File: config.mk
export PLATFORM = sky130hd
export DESIGN_NAME = neuron_lif
export DESIGN_NICKNAME = d
export VERILOG_FILES = /design/src/rtl/neuron_pkg.sv /design/src/rtl/lif_update.sv /design/src/rtl/neuron_lif.sv
export SDC_FILE = /design/constraint.sdc
export NUM_CORES = 1
export LEC_CHECK = 0
export CAP_MARGIN = 20
export CORE_UTILIZATION = 56
export CTS_BUF_LIST = sky130_fd_sc_hd__clkbuf_4 sky130_fd_sc_hd__clkbuf_8
export DETAILED_ROUTE_END_ITERATION = 12
export PLACE_DENSITY = 0.93
export SYNTH_ARGS = -nofsm -noshare
export SYNTH_HDL_FRONTEND = slang
export SYNTH_SLANG_ARGS = --single-unit
File: constraint.sdc
create_clock -name clk -period 12 [get_ports clk]
set_input_delay 1.2 -clock clk [delete_from_list [all_inputs] [get_ports clk]]
set_output_delay 1.2 -clock clk [all_outputs]
set_load 0.005 [all_outputs]
File: src/rtl/neuron_pkg.sv
// -----------------------------------------------------------------------------
// neuron_pkg
// Shared types and sizing helpers for the neuron cell: the weighted-sum neuron
// upstream and the leaky integrate-and-fire stage (neuron_lif).
//   lif_state_t : IDLE (accepting sums) / REFRACT (refractory, not accepting)
//   i_size()    : width of the weighted sum, 2*n_size + b_size/2
// -----------------------------------------------------------------------------
package neuron_pkg;

    typedef enum logic [0:0] {
        IDLE    = 1'b0,
        REFRACT = 1'b1
    } lif_state_t;

    // Weighted-sum width: full product width plus headroom for accumulating
    // b_size products.
    function automatic int i_size(input int n_size, input int b_size);
        return 2 * n_size + b_size / 2;
    endfunction

endpackage

File: src/rtl/lif_update.sv
// -----------------------------------------------------------------------------
// lif_update
// Combinational membrane-potential update for the LIF stage.
//   potential : current membrane potential
//   sum_in    : incoming weighted sum (only added when accept is high)
//   threshold : firing threshold
//   accept    : a sum is consumed this cycle
//   leak_tick : apply one leak step (potential >> LEAK_SHIFT)
//   v_next    : potential - leak + sum, saturated to all-ones on overflow
//   fire      : accept && v_next >= threshold
// -----------------------------------------------------------------------------
module lif_update #(
    parameter int I_SIZE     = 80,
    parameter int LEAK_SHIFT = 4
) (
    input  logic [I_SIZE-1:0] potential,
    input  logic [I_SIZE-1:0] sum_in,
    input  logic [I_SIZE-1:0] threshold,
    input  logic              accept,
    input  logic              leak_tick,
    output logic [I_SIZE-1:0] v_next,
    output logic              fire
);

    logic [I_SIZE-1:0] leak_amt;
    logic [I_SIZE-1:0] leaked;
    logic [I_SIZE-1:0] add_amt;
    logic [I_SIZE:0]   sum_wide;

    always_comb begin
        leak_amt = leak_tick ? (potential >> LEAK_SHIFT) : '0;
        // leak_amt <= potential because LEAK_SHIFT >= 1, so this never underflows.
        leaked   = potential - leak_amt;
        add_amt  = accept ? sum_in : '0;
        // One extra bit catches the carry so the potential clamps instead of wrapping.
        sum_wide = {1'b0, leaked} + {1'b0, add_amt};
        v_next   = sum_wide[I_SIZE] ? '1 : sum_wide[I_SIZE-1:0];
        // Leak-only cycles can never fire.
        fire     = accept && (v_next >= threshold);
    end

endmodule

File: src/rtl/neuron_lif.sv
// -----------------------------------------------------------------------------
// neuron_lif
// Leaky integrate-and-fire stage fed by the weighted-sum neuron. Each accepted
// sum is added to the membrane potential (with an optional leak step in the
// same update); reaching the threshold emits a one-cycle spike, clears the
// potential and enters a refractory period of REFRAC_CYCLES cycles.
//
// Ports:
//   clk, rst     : clock (rising edge), asynchronous active-high reset
//   sum_valid    : sum_in is valid
//   sum_ready    : registered; high exactly while in IDLE (and out of reset)
//   sum_in       : unsigned weighted sum
//   threshold    : unsigned firing threshold, sampled on each update edge
//   leak_tick    : apply one leak step this cycle (ignored in REFRACT)
//   spike        : registered one-cycle spike pulse
//   potential    : registered membrane potential
//   spike_count  : spikes since reset, wraps modulo 2^CNT_SIZE
//   state        : debug view of the FSM state
//
// Handshake: a sum is transferred on a rising edge where sum_valid && sum_ready.
// sum_valid must not depend on sum_ready; once raised, sum_valid and sum_in
// stay stable until the transfer edge. While sum_ready is low nothing is
// consumed.
// -----------------------------------------------------------------------------
module neuron_lif
    import neuron_pkg::*;
#(
    parameter int N_SIZE        = 32,
    parameter int B_SIZE        = 32,
    parameter int I_SIZE        = i_size(N_SIZE, B_SIZE),
    parameter int LEAK_SHIFT    = 4,
    parameter int REFRAC_CYCLES = 3,
    parameter int CNT_SIZE      = 16
) (
    input  logic                clk,
    input  logic                rst,
    input  logic                sum_valid,
    output logic                sum_ready,
    input  logic [I_SIZE-1:0]   sum_in,
    input  logic [I_SIZE-1:0]   threshold,
    input  logic                leak_tick,
    output logic                spike,
    output logic [I_SIZE-1:0]   potential,
    output logic [CNT_SIZE-1:0] spike_count,
    output lif_state_t          state
);

    localparam int REFRAC_W = (REFRAC_CYCLES > 1) ? $clog2(REFRAC_CYCLES) : 1;
    // Counter load value; the counter counts down to 0 and the cycle it is 0
    // is the last refractory cycle.
    localparam logic [REFRAC_W-1:0] REFRAC_LOAD =
        (REFRAC_CYCLES > 0) ? REFRAC_W'(REFRAC_CYCLES - 1) : '0;

    logic [REFRAC_W-1:0] refrac_cnt;
    logic                accept;
    logic [I_SIZE-1:0]   v_next;
    logic                fire;

    // sum_ready is only ever high in IDLE, so it alone qualifies the transfer.
    assign accept = sum_valid && sum_ready;

    lif_update #(
        .I_SIZE     (I_SIZE),
        .LEAK_SHIFT (LEAK_SHIFT)
    ) u_update (
        .potential (potential),
        .sum_in    (sum_in),
        .threshold (threshold),
        .accept    (accept),
        .leak_tick (leak_tick),
        .v_next    (v_next),
        .fire      (fire)
    );

    always_ff @(posedge clk or posedge rst) begin
        if (rst) begin
            state       <= IDLE;
            refrac_cnt  <= '0;
            potential   <= '0;
            spike       <= 1'b0;
            spike_count <= '0;
            sum_ready   <= 1'b0;
        end else begin
            case (state)
                IDLE: begin
                    if (fire) begin
                        spike       <= 1'b1;
                        potential   <= '0;
                        spike_count <= spike_count + CNT_SIZE'(1);
                        if (REFRAC_CYCLES > 0) begin
                            state      <= REFRACT;
                            refrac_cnt <= REFRAC_LOAD;
                            sum_ready  <= 1'b0;
                        end else begin
                            sum_ready  <= 1'b1;
                        end
                    end else begin
                        spike     <= 1'b0;
                        potential <= v_next;
                        sum_ready <= 1'b1;
                    end
                end
                REFRACT: begin
                    spike     <= 1'b0;
                    potential <= '0;
                    if (refrac_cnt == '0) begin
                        state     <= IDLE;
                        sum_ready <= 1'b1;
                    end else begin
                        refrac_cnt <= refrac_cnt - REFRAC_W'(1);
                        sum_ready  <= 1'b0;
                    end
                end
                default: begin
                    state     <= IDLE;
                    spike     <= 1'b0;
                    sum_ready <= 1'b0;
                end
            endcase
        end
    end

endmodule

# Word level (Yosys, flattened, before mapping)
# Index checks and enable logic that the tools add are counted.
[op_classes]
n_addsub = 4
n_lt_le_gt_ge = 1
eq_ne = 2
muxes = 15
n_bitwise = 1
reduce_logical = 5
[ops]
columns = ["op", "n"]
rows = [
  ["80-bit 2-to-1 mux", 3],
  ["80-bit one-hot mux with 2 select lines", 1],
  ["80-bit by 80-bit adder with 81-bit output", 1],
  ["80-bit greater-or-equal comparator", 1],
  ["80-bit subtractor", 1],
  ["76-bit 2-to-1 mux", 1],
  ["16-bit by 1-bit adder with 16-bit output, second input constant", 1],
  ["1-bit one-hot mux with 2 select lines", 3],
  ["1-bit 2-to-1 mux", 4],
  ["2-bit 2-to-1 mux", 2],
  ["2-bit inequality test, second input constant", 2],
  ["2-bit one-hot mux with 2 select lines", 1],
  ["2-bit AND reduction", 2],
  ["1-bit logical AND", 2],
  ["2-bit logical NOT", 1],
  ["2-bit by 1-bit subtractor with 2-bit output, second input constant", 1],
  ["1-bit inverter", 1],
]
[word_totals]
reg_bits = 101
inputBits = 164
output_inout_bits = 99
wordCells = 34

# Logic depth before layout (Yosys ltp)
[depth]
depth_word = 8
depth_mapped = 44
depth_no_buf = 37

# Modules after synthesis
# A second synthesis with hierarchy kept.
[unflattened]
cells_unflattened = 2118
area_unflattened_um2 = 15881.5
[modules_own_cells]
columns = ["mod", "instances", "cells_each", "area_per_inst_um2", "seq_area_each_um2"]
rows = [
  ["lif_update", 1, 1873, 12420.7, 0.0],
  ["neuron_lif", 1, 245, 3460.8, 2527.4],
]

# Worst setup path after synthesis
# OpenSTA, ideal clock, no wires.
[synth_timing]
path_type = "input -> register"
start = "input leak_tick"
end = "register potential[66]"
setup_ps = 64
arrival_ps = 9440
required_ps = 11936
setup_slack_ps = 2496
stages = 41
path_buffers = 7
path_cell_list = "clkbuf_1 clkbuf_1 nand2_1 ha_1 a21o_1 and3_1 or4_1 o21a_1 o21ai_0 o21a_1 o21ai_0 nand2_1 o31ai_1 a21oi_1 xnor2_1 ha_1 clkbuf_1 nand2_1 [5 not listed] a21oi_2 o31a_4 buf_6 buf_6 nand2_1 ha_1 a21o_1 a221o_1 a221oi_1 o21ai_1 or4_1 nor3_1 a21oi_1 a31oi_4 nand2b_1 buf_2 clkbuf_1 o21ba_2"
[synth_via]
elab_chain_cells = 8
[synth_lines]
columns = ["element", "line_no", "text"]
rows = [
  ["start, declared", "neuron_lif.sv:41", "input logic leak_tick,"],
  ["76-bit 2-to-1 mux *", "lif_update.sv:31", "leak_amt = leak_tick ? (potential >> LEAK_SHIFT) : '0;"],
  ["80-bit subtractor *", "lif_update.sv:33", "leaked = potential - leak_amt;"],
  ["80-bit by 80-bit adder with 81-bit output *", "lif_update.sv:36", "sum_wide = {1'b0, leaked} + {1'b0, add_amt};"],
  ["80-bit 2-to-1 mux *", "lif_update.sv:37", "v_next = sum_wide[I_SIZE] ? '1 : sum_wide[I_SIZE-1:0];"],
  ["80-bit greater-or-equal comparator", "lif_update.sv:39", "fire = accept && (v_next >= threshold);"],
  ["1-bit logical AND", "lif_update.sv:39", ""],
  ["80-bit 2-to-1 mux *", "neuron_lif.sv:86", "if (fire) begin"],
  ["80-bit one-hot mux with 2 select lines *", "neuron_lif.sv:84", "case (state)"],
  ["end signal, assigned", "neuron_lif.sv:99", "potential <= v_next;"],
  ["end, declared", "neuron_lif.sv:43", "output logic [I_SIZE-1:0] potential,"],
]
# Every way passes the cells marked *; elsewhere a longest branch is shown, timed or not.
# A chain may end at the register's enable or synchronous reset.

# Worst setup path after layout
[layout_timing]
start = "input leak_tick"
end = "register potential[25]"
# Same word-level chain as after synthesis.

==> impl_metrics.ini <==
[finish]
fin_area_um2 = 19000
syn_to_final_growth_pct = 18.5
drive_above_1_share_pct = 2.99
final_nets = 2774
n_fill_cell = 2420

[logic_synthesis]
syn_area_um2 = 16100
synth-async-reset-ratio_pct = 100
synth_edf_count = 0
syn_nets = 2595
postSynthCellCount = 2191
yosys_most_used_dff = dfrtp_1
yosys.area.top_type = ha_1
synth_top_area_share_pct = 18.5
yosysSeqAreaShare_pct = 15.7
ys_types = 76
avgSynthCellArea_um2 = 7.33
synth_common_cells = 277 x nand2_1, 243 x a21oi_1, 238 x ha_1, 127 x inv_1, 122 x o21ai_0
ys_ff_latch = 101
synth_most_common_cell = nand2_1
yosysWarnings = 0
synth_area_leaders = ha_1 19%, dfrtp_1 16%, a21oi_1 7.6%, nand2_1 6.5%, xnor2_1 6.0%

[floorplan]
chipHeight_um = 171
die_x_um = 171
rows = 61
core_area_um2 = 28000
io_pins = 263
dieArea_um2 = 29400
initial_core_util_pct = 57.3

[sta]
slew_viol_final = 0
finClkSkew_ns = 0.0333
hold_violations = 0
relSlewSlack_pct = 40.2
setup_viol = 0
period_minus_slack_ns = 11.41
rsz0062_at_grt = false
max_freq_ghz = 0.0876
finalSetupTns_ns = 0
tightest_slew_ns = 0.889
fin_crit_sh_pct = 95.1

[clock_network]
clockBufferDepth = 2
htree_levels = 3
cts_root_buf = clkbuf_8
cts_tree = yes
clk_transition_reported_paths_ns = 0.14
holdBufCountCts = 0
clock_latency_ns = 0.44
cts_resized = 0
numClockSinks = 101
cts_buffers = 9
post-cts-setup-buffers = 0

[setup_path]
worst_path_max_delay_cell = o31ai_1
cp_max_fo = 49
r2r_cells = 36
cpPeakStageDelay_ns = 0.60
endpoint_kind = flop
r2r_end = potential[25]
crit_path_frequent_cell = a21oi_1
cp.required_ns = 12.34
r2r-start = potential[4]
startpoint_type = primary input
path_class = primary input to flop
arrival_ns = 11.76
crit_start = leak_tick
reg2reg_setup_slack_ns = 1.37

[global_route]
grt_usage_pct = 39.6
grt_start_max_net_pins = 82
grt-ovfl-total = 0
grt_pass1_vias = 16500
antenna_found_initial = 4
grt_first_pass_wirelength_um = 90000

[placed_design]
placedInstanceArea_um2 = 18800
gp_congestion = 1.06
post-dp-hpwl_um = 48000
numPortBuffers = 262

[hold_path]
hp-class = flop to flop
min_to = spike_count[15]
min_from = spike_count[15]
holdPathStages = 1

[drt]
drtPass1Iterations = 8
drtAntennaViolNets = 0
drcViolationCount = 0
vias = 17700
viasPerCell = 6.41
drt_iter0_drc = 1981
wl_per_cell_um = 21.3
wl_um = 58700

[run_status]
status = finished clean

[job]
max_cap_violations = 0
-- kinds of logic after synthesis --
logic type / share of synthesized area, %
multiplexers: 0.210
buffers and inverters: 6.07
flip-flops: 15.7
adder cells (fa/ha/maj): 18.8
XOR/XNOR: 8.94
AO/OA/AOI/OAI: 25.6
AND/OR/NAND/NOR: 24.6
-- worst max-delay path, delay by kind of cell --
family | cells | cell delay (ns)
AO/OA/AOI/OAI | 19 | 5.45
adder cells (fa/ha/maj) | 3 | 1.02
buffers and inverters | 4 | 1.51
AND/OR/NAND/NOR | 9 | 2.34
XOR/XNOR | 1 | 0.13
-- worst max path at each step --
| stage | endpoint | slack, ns | cells after the start |
|---|---|---|---|
| after CTS | potential[25] | 1.07 | 36 |
| after detailed placement | potential[25] | 0.72 | 36 |
| after global placement | potential[31] | 0.77 | 36 |
| after floorplan | potential[66] | 2.50 | 41 |
| final | potential[25] | 0.59 | 36 |
| after global routing | potential[25] | 0.19 | 36 |
-- cell usage in the layout (no fill, tap or decap), types with 100 or more instances in the layout --
cell type / count
a21oi_1: 243
and3_1: 100
clkdlybuf4s50_1: 260
dfrtp_1: 100
ha_1: 238
inv_1: 126
nand2_1: 277
nor2_1: 109
o21ai_0: 122
xnor2_1: 110
-- final cells by class --
type / count / area, um^2 / share of cell area [%]
diodes: 2 / 5.00 / 0.0263
repair buffers: 279 / 2770 / 14.5
inverters: 127 / 479 / 2.52
clock buffers: 9 / 124 / 0.651
clock inverters: 7 / 104 / 0.545
multi-input cells: 1852 / 12600 / 66.0
flip-flops and latches: 101 / 2530 / 13.3
well taps: 378 / 473 / 2.48
-- registers in the layout, summed over array words and instances (netlist names) --
name and cells:
sum_ready 1, potential 80, refrac_cnt 2, spike 1
spike_count 16, state 1
-- through the flow --
stage               hold WS, ns  util, %  cells  worst slack (ns)
global placement          0.456     67.1   2736             0.766
detailed placement        0.469     67.1   2736             0.722
CTS                       0.496     67.9   2752              1.07
global route              0.522     68.0   2755             0.193
finish                    0.500     68.0   2755             0.585
floorplan                 0.465        -   2191              2.50
-- per-layer routing --
layer | GRT usage, % | vias to the layer above | share of wire, %
met5 | 0 | - | 0.046
met4 | 16.4 | 4 | 4.2
met3 | 7.23 | 198 | 9.4
met2 | 62.1 | 1034 | 44
met1 | 53.1 | 8217 | 43
li1 | - | 8211 | -
Power is left out: the tool's default activity adds up to more than one toggle a clock period on the data nets, which glitch-free logic cannot reach.
